$ cat config.mk
export PLATFORM = sky130hd
export DESIGN_NAME = amo_bank_arbiter
export DESIGN_NICKNAME = d
export VERILOG_FILES = /design/src/rtl/amo_bank_arbiter.sv
export SDC_FILE = /design/constraint.sdc
export NUM_CORES = 1
export LEC_CHECK = 0
export CAP_MARGIN = 5
export CORE_AREA = 2 2 266 268
export CTS_BUF_LIST = sky130_fd_sc_hd__clkbuf_8
export CTS_CLUSTER_SIZE = 40
export DETAILED_ROUTE_END_ITERATION = 12
export DIE_AREA = 0 0 268 270
export GPL_TIMING_DRIVEN = 0
export SYNTH_ARGS = -nofsm -noshare
export SYNTH_HDL_FRONTEND = slang
export SYNTH_SLANG_ARGS = --single-unit
$ cat constraint.sdc
create_clock -name clk_i -period 8.39 [get_ports clk_i]
set_clock_uncertainty 0.05 [all_clocks]
set_input_delay 2.517 -clock clk_i [delete_from_list [all_inputs] [get_ports clk_i]]
set_output_delay 2.517 -clock clk_i [all_outputs]
set_load 0.02 [all_outputs]
$ cat src/rtl/amo_bank_arbiter.sv
// Round-robin arbiter funnelling N ports into one memory bank, with
// AMO busy cycles and a local LR/SC reservation monitor.
module amo_bank_arbiter #(
  parameter int NumPorts     = 4,
  parameter int AddrMemWidth = 32
) (
  input  logic                                      clk_i,
  input  logic                                      rst_ni,
  input  logic [NumPorts-1:0]                       req_i,
  output logic [NumPorts-1:0]                       gnt_o,
  input  logic [NumPorts-1:0][AddrMemWidth-1:0]     add_i,
  input  logic [NumPorts-1:0][3:0]                  amo_i,
  input  logic [NumPorts-1:0]                       wen_i,
  input  logic [NumPorts-1:0][63:0]                 wdata_i,
  input  logic [NumPorts-1:0][7:0]                  be_i,
  output logic [63:0]                               rdata_o,
  output logic [NumPorts-1:0]                       rvalid_o,
  output logic                                      out_req_o,
  output logic [AddrMemWidth-1:0]                   out_add_o,
  output logic [3:0]                                out_amo_o,
  output logic                                      out_wen_o,
  output logic [63:0]                               out_wdata_o,
  output logic [7:0]                                out_be_o,
  input  logic                                      out_gnt_i,
  input  logic [63:0]                               out_rdata_i
);

  localparam int IdxW = (NumPorts > 1) ? $clog2(NumPorts) : 1;

  typedef logic [IdxW-1:0] idx_t;

  typedef enum logic {
    Idle,
    AmoBusy
  } state_e;

  localparam logic [3:0] AmoLr = 4'hB;
  localparam logic [3:0] AmoSc = 4'hC;

  state_e                  r_state;
  idx_t                    r_rr;
  logic                    r_resp_vld;
  idx_t                    r_resp_id;
  logic                    r_resp_lf;
  logic                    r_resp_hi;
  logic                    r_res_vld;
  idx_t                    r_res_owner;
  logic [AddrMemWidth-1:0] r_res_addr;

  logic                    w_found;
  idx_t                    w_win;
  logic [3:0]              w_amo;
  logic [AddrMemWidth-1:0] w_add;
  logic                    w_is_lr;
  logic                    w_is_sc;
  logic                    w_is_rmw;
  logic                    w_cand;
  logic                    w_res_ok;
  logic                    w_lfail;
  logic                    w_hs;
  logic                    w_res_kill;
  idx_t                    w_rr_nxt;

  // Doubled scan starting at r_rr gives the wrap-around priority order.
  always_comb begin
    w_found = 1'b0;
    w_win   = '0;
    for (int i = 0; i < 2 * NumPorts; i++) begin
      if (!w_found && i >= int'(r_rr)
          && req_i[i % NumPorts]) begin
        w_found = 1'b1;
        w_win   = idx_t'(i % NumPorts);
      end
    end
  end

  assign w_amo    = amo_i[w_win];
  assign w_add    = add_i[w_win];
  assign w_is_lr  = (w_amo == AmoLr);
  assign w_is_sc  = (w_amo == AmoSc);
  assign w_is_rmw = (w_amo >= 4'h1) && (w_amo <= 4'hA);

  assign w_cand   = rst_ni && (r_state == Idle) && w_found;
  assign w_res_ok = r_res_vld
                    && (r_res_owner == w_win)
                    && (r_res_addr == w_add);
  assign w_lfail  = w_cand && w_is_sc && !w_res_ok;

  assign out_req_o = w_cand && !w_lfail;
  assign w_hs      = out_req_o && out_gnt_i;

  assign w_res_kill = (wen_i[w_win] || w_is_rmw)
                      && (w_win != r_res_owner)
                      && (w_add == r_res_addr);

  assign w_rr_nxt = (w_win == idx_t'(NumPorts - 1))
                    ? '0 : w_win + idx_t'(1);

  // LR goes to the bank as an ordinary load.
  assign out_add_o   = w_add;
  assign out_amo_o   = w_is_lr ? 4'h0 : w_amo;
  assign out_wen_o   = wen_i[w_win] && !w_is_lr;
  assign out_wdata_o = wdata_i[w_win];
  assign out_be_o    = be_i[w_win];

  always_comb begin
    gnt_o = '0;
    if (w_hs || w_lfail) begin
      gnt_o[w_win] = 1'b1;
    end
  end

  always_comb begin
    rvalid_o = '0;
    rdata_o  = '0;
    if (r_resp_vld) begin
      rvalid_o[r_resp_id] = 1'b1;
      if (r_resp_lf) begin
        rdata_o = r_resp_hi ? (64'h1 << 32) : 64'h1;
      end else begin
        rdata_o = out_rdata_i;
      end
    end
  end

  always_ff @(posedge clk_i or negedge rst_ni) begin
    if (!rst_ni) begin
      r_state     <= Idle;
      r_rr        <= '0;
      r_resp_vld  <= 1'b0;
      r_resp_id   <= '0;
      r_resp_lf   <= 1'b0;
      r_resp_hi   <= 1'b0;
      r_res_vld   <= 1'b0;
      r_res_owner <= '0;
      r_res_addr  <= '0;
    end else begin
      r_resp_vld <= w_hs || w_lfail;
      if (w_hs || w_lfail) begin
        r_rr      <= w_rr_nxt;
        r_resp_id <= w_win;
        r_resp_lf <= w_lfail;
        r_resp_hi <= be_i[w_win][4];
      end
      unique case (r_state)
        Idle: begin
          if (w_hs && (w_is_rmw || w_is_sc)) begin
            r_state <= AmoBusy;
          end
        end
        AmoBusy: begin
          r_state <= Idle;
        end
        default: begin
          r_state <= Idle;
        end
      endcase
      if (w_hs) begin
        unique case (1'b1)
          w_is_lr: begin
            r_res_vld   <= 1'b1;
            r_res_owner <= w_win;
            r_res_addr  <= w_add;
          end
          w_is_sc: begin
            r_res_vld <= 1'b0;
          end
          default: begin
            if (w_res_kill) begin
              r_res_vld <= 1'b0;
            end
          end
        endcase
      end
    end
  end

endmodule

==> results by stage <==
Outcome:
- The flow ran to the end, but the final reports show violations.
- The checks that failed: setup timing.

Global routing:
- Entering global routing, the biggest net connects 31 pins.
- For this run the aggregate overflow at the end of global routing stands at 0.
- The first-pass GRT wire length is 90600 um.
- The initial antenna violation count is 34.
- The global-route usage over all layers is 0.179.
- The number of global-route vias before repair is 11500.

Timing:
- The worst-case headroom to the max-slew limit is 0.377.
- The hold violation count in the final report was 0.
- Dividing the final minimum period by the clock period gives 1.00.
- Setup violations remaining at the end of the flow were counted as 1.
- Setup repair after global routing could not meet its margin everywhere.
- The worst path setup slack after routing is -0.00530 ns.
- The total count of max-transition violations in the final report was 0.
- At the pin with the least slew margin, the transition time is 0.930 ns.
- Based on the critical path, the design can be clocked at up to 119 MHz.
- The worst path in the final design needs a cycle of 8.40 ns, including I/O delays and setup.

Worst setup path:
- Across all register-to-register paths, the minimum setup slack is 4.34 ns.
- The worst flop-to-flop path endpoint is r_res_addr[10].
- The critical path goes through buf_6 > nor2b_4 > o21bai_1 > and3_4 > buf_2 > a211oi_4 > buf_4 > o21ai_1 > o211ai_1 > or4_4 > nor4_4 > buf_4 > buf_4 > a31oi_1 > nor2b_1 > buf_4.
- The worst register-to-register path begins at r_rr[0].
- For the worst setup path, the data required time is 5.82 ns.
- Counting stages on the worst path, the most repeated cell is sky130_fd_sc_hd__buf_4.
- For this run, the slowest stage of the critical path takes 0.58 ns.
- The cell depth of the worst flop-to-flop path is 16.
- The highest fanout seen on the critical path is 10.
- On the critical path, the stage with the largest delay is an instance of sky130_fd_sc_hd__or4_4.
- The startpoint kind of the worst setup timing path is an input port.
- The critical path in this run is classified as in -> out.
- At the worst endpoint, the arrival time is 5.83 ns.
- The endpoint type of the worst setup path is an output port.

Synth:
- The register bit total from synthesis is 43.
- Of the synthesized area, sequential elements account for 0.160.
- Of the post-synthesis cell area, the dominant cell type holds 0.173.
- By area the synthesized netlist is led by sky130_fd_sc_hd__nand2_1 (17%), sky130_fd_sc_hd__dfrtp_1 (16%), sky130_fd_sc_hd__and3_1 (11%).
- The proportion of synthesized flip-flops having asynchronous set or reset is 1.00.
- Ranked by instance count, the synthesized netlist is headed by sky130_fd_sc_hd__nand2_1 (310), sky130_fd_sc_hd__and3_1 (114), sky130_fd_sc_hd__and2_1 (84).
- The cell type with the highest aggregate area in the netlist is sky130_fd_sc_hd__nand2_1.
- The cell area after technology mapping is 0.00673 sq mm.
- In the synthesized netlist, the number of instances is 1058.
- The synthesized design contains 0 enable-type register cells.
- The synthesized area per cell is 6.36 sq um.
- The net count after synthesis is 1569.
- The primary flip-flop cell chosen by synthesis mapping is sky130_fd_sc_hd__dfrtp_1.
- The synthesized netlist contains 53 unique library cells.
- The synthesis warning total is 0.
- The cell with the most instances after synthesis is sky130_fd_sc_hd__nand2_1.

Floorplan:
- The die is 268 um wide.
- The core region is 0.0695 sq mm.
- The initial utilization of the core area, before any placement, comes to 0.0968.
- 689 I/O pins were placed.
- From bottom edge to top edge, the die measures 270 um.
- The floorplan step defined a die boundary enclosing 0.0724 sq mm.
- In this run the core area contains 97 standard-cell rows.

Detailed routing:
- The routed layout has 11200 vias.
- Dividing the detail-routed wire length by the instance count gives 24.8 um.
- After detailed routing, the number of remaining DRC violations is 0.
- The mean number of vias per cell is 4.10.
- The remaining antenna violation count is 0.
- The starting DRC count in detailed routing is 657.
- The pre-antenna-repair detailed-routing pass consisted of 5 iterations.
- The overall routed net length is 67900 um.

Min path:
- The worst hold path class is reg -> reg.
- The endpoint of the worst hold-timing path is r_res_addr[25].
- The startpoint of the tightest hold check path is r_res_addr[25].
- Counting instances, the worst hold path has a depth of 1.

Power and ir drop:
- The worst-case vdd ir drop is 0.145 mV.
- The total design power is 4700 uW.
- Power spread over the standard cell area amounts to 291 mW/mm^2.
- The leakage power total is 0.00644 uW.

Place:
- In this run the tool buffered the top-level ports with 688 buffer cells.
- The placer's final routability congestion estimate is 0.929.
- The setup slack after placement is -2.41 ns.
- The instance count after placement with tap cells included is 2688.
- The HPWL after detailed placement is 56100 um.

Clocking:
- The clock tree from TritonCTS is built.
- The cell at the root of the clock tree is sky130_fd_sc_hd__clkbuf_8.
- The deepest clock path buffer count is 2.
- Clock-pin slew was measured on the worst setup and hold paths at 0.09 ns.
- The number of buffers inserted during clock tree synthesis is 5.
- The total number of H-tree levels is 2.
- The clock insertion delay at the later pin of the skew report is 0.34 ns.
- CTS saw 43 sinks.

Cells and area:
- The count of placed standard cells in the final layout, fillers left out is 2743.
- The layout has 7781 filler cells.
- The area of the multi-input gates is 0.00556 sq mm.
- In the final layout, the share of cells above drive strength 1 is 0.130.
- From synthesis to final layout, the design area changed by 140%.
- The net count of the finished layout is 2308.
- In the final layout, flip-flops and latches occupy 0.00108 sq mm.

Job:
- The number of max-capacitance violations reported is 0.
## state kept, by name (all words and copies together), names as in the netlist
name and cells:
r_resp_vld 1, r_resp_hi 1, r_rr 2, r_resp_lf 1, r_resp_id 2, r_res_vld 1
r_state 1, r_res_addr 32, r_res_owner 2
## worst max-delay path, delay by kind of cell
family                 cells  cell delay, ns
and+or+nand+nor            5            1.51
buffers and inverters      6            1.03
AOI/OAI and AO/OA          5            0.75
## placed cells by master (no fill, tap or decap), drive strengths merged, types with 2 or more instances in the layout
| master | instances |
|---|---|
| nor4 | 7 |
| a31o | 3 |
| mux2i | 4 |
| a211oi | 40 |
| a21o | 8 |
| nand4 | 2 |
| ha | 4 |
| dlygate4sd2 | 4 |
| o21a | 5 |
| bufinv | 2 |
| or4 | 2 |
| and4 | 7 |
| diode | 5 |
| nand2 | 310 |
| bufbuf | 3 |
| o211ai | 8 |
| o21bai | 2 |
| and2 | 84 |
| nand3 | 75 |
| nor2b | 5 |
| and3 | 114 |
| clkdlybuf4s50 | 674 |
| or2 | 3 |
| mux2 | 37 |
| dfrtp | 43 |
| nor2 | 24 |
| nor3 | 5 |
| clkbuf | 65 |
| nor3b | 3 |
| or3 | 8 |
| o21ai | 49 |
| xnor2 | 4 |
| inv | 8 |
| a21oi | 16 |
| a31oi | 76 |
| buf | 84 |
## layout make-up
type	count	area share
inverters	7	0.00209
well taps	940	0.0729
clock inverters	3	0.00396
diodes	5	0.000776
plain buffers	92	0.0451
flip-flops and latches	43	0.0667
repair buffers	733	0.459
clock buffers	5	0.00427
multi-input cells	915	0.345
## what timing repair did
action | 4_1_cts | 5_1_grt
hold buffers | 0 | 0
cloned | 3 | 0
setup buffers | 35 | 6
gates resized for setup | 201 | 48
pin swaps | 31 | 22
endpoints found under the setup margin | 90 | 39
## worst max-delay path by stage
stage,startpoint,end,slack (ns),depth (start not counted)
after floorplan,req_i[2],out_req_o,0.49,13
after global placement,req_i[1],out_wdata_o[1],-2.40,13
after detailed placement,req_i[1],out_wdata_o[1],-2.41,13
after CTS,req_i[2],gnt_o[2],-0.15,16
after global routing,req_i[2],gnt_o[2],-0.17,18
final,req_i[0],out_req_o,-0.005,16
## kinds of logic (layout without fill, tap and decap cells)
kind of cell | count (synthesis) | in the layout | synth area share
other | 0 | 5 | 0
muxes | 41 | 41 | 0.0679
xor gates and xnor gates | 4 | 4 | 0.00520
and+or+nand+nor | 652 | 652 | 0.477
adders and majority gates | 5 | 5 | 0.00892
DFF | 43 | 43 | 0.160
AOI/OAI and AO/OA | 213 | 213 | 0.215
buffers and inverters | 100 | 840 | 0.0667
## metal layers
| layer | GRT usage | vias to the layer above | wire, um |
|---|---|---|---|
| met5 | 0 | - | 39 |
| met4 | 0.0517 | 6 | 2600 |
| met3 | 0.0478 | 128 | 5790 |
| met2 | 0.317 | 648 | 32200 |
| met1 | 0.210 | 5252 | 27300 |
| li1 | - | 5214 | - |
## where the power goes
part           leakage, uW  switching, uW  total, uW  internal [uW]
Combinational      0.00583           2320       4110           1790
Sequential        0.000540           76.6        381            305
Clock            0.0000696           92.2        210            118
Total              0.00644           2490       4700           2210
## through the flow
stage           util  area, sq um  hold WS (ns)  TNS (ns)
3_3_place_gp   0.213        14800         0.451   -168.31
2_1_floorplan      -         6730         0.440         0
6_report       0.232        16100         0.477  -0.00530
5_1_grt        0.232        16100         0.494    -0.777
3_5_place_dp   0.213        14800         0.460   -166.27
4_1_cts        0.229        15900         0.482    -0.566
Power figures use the tool's default switching activity.
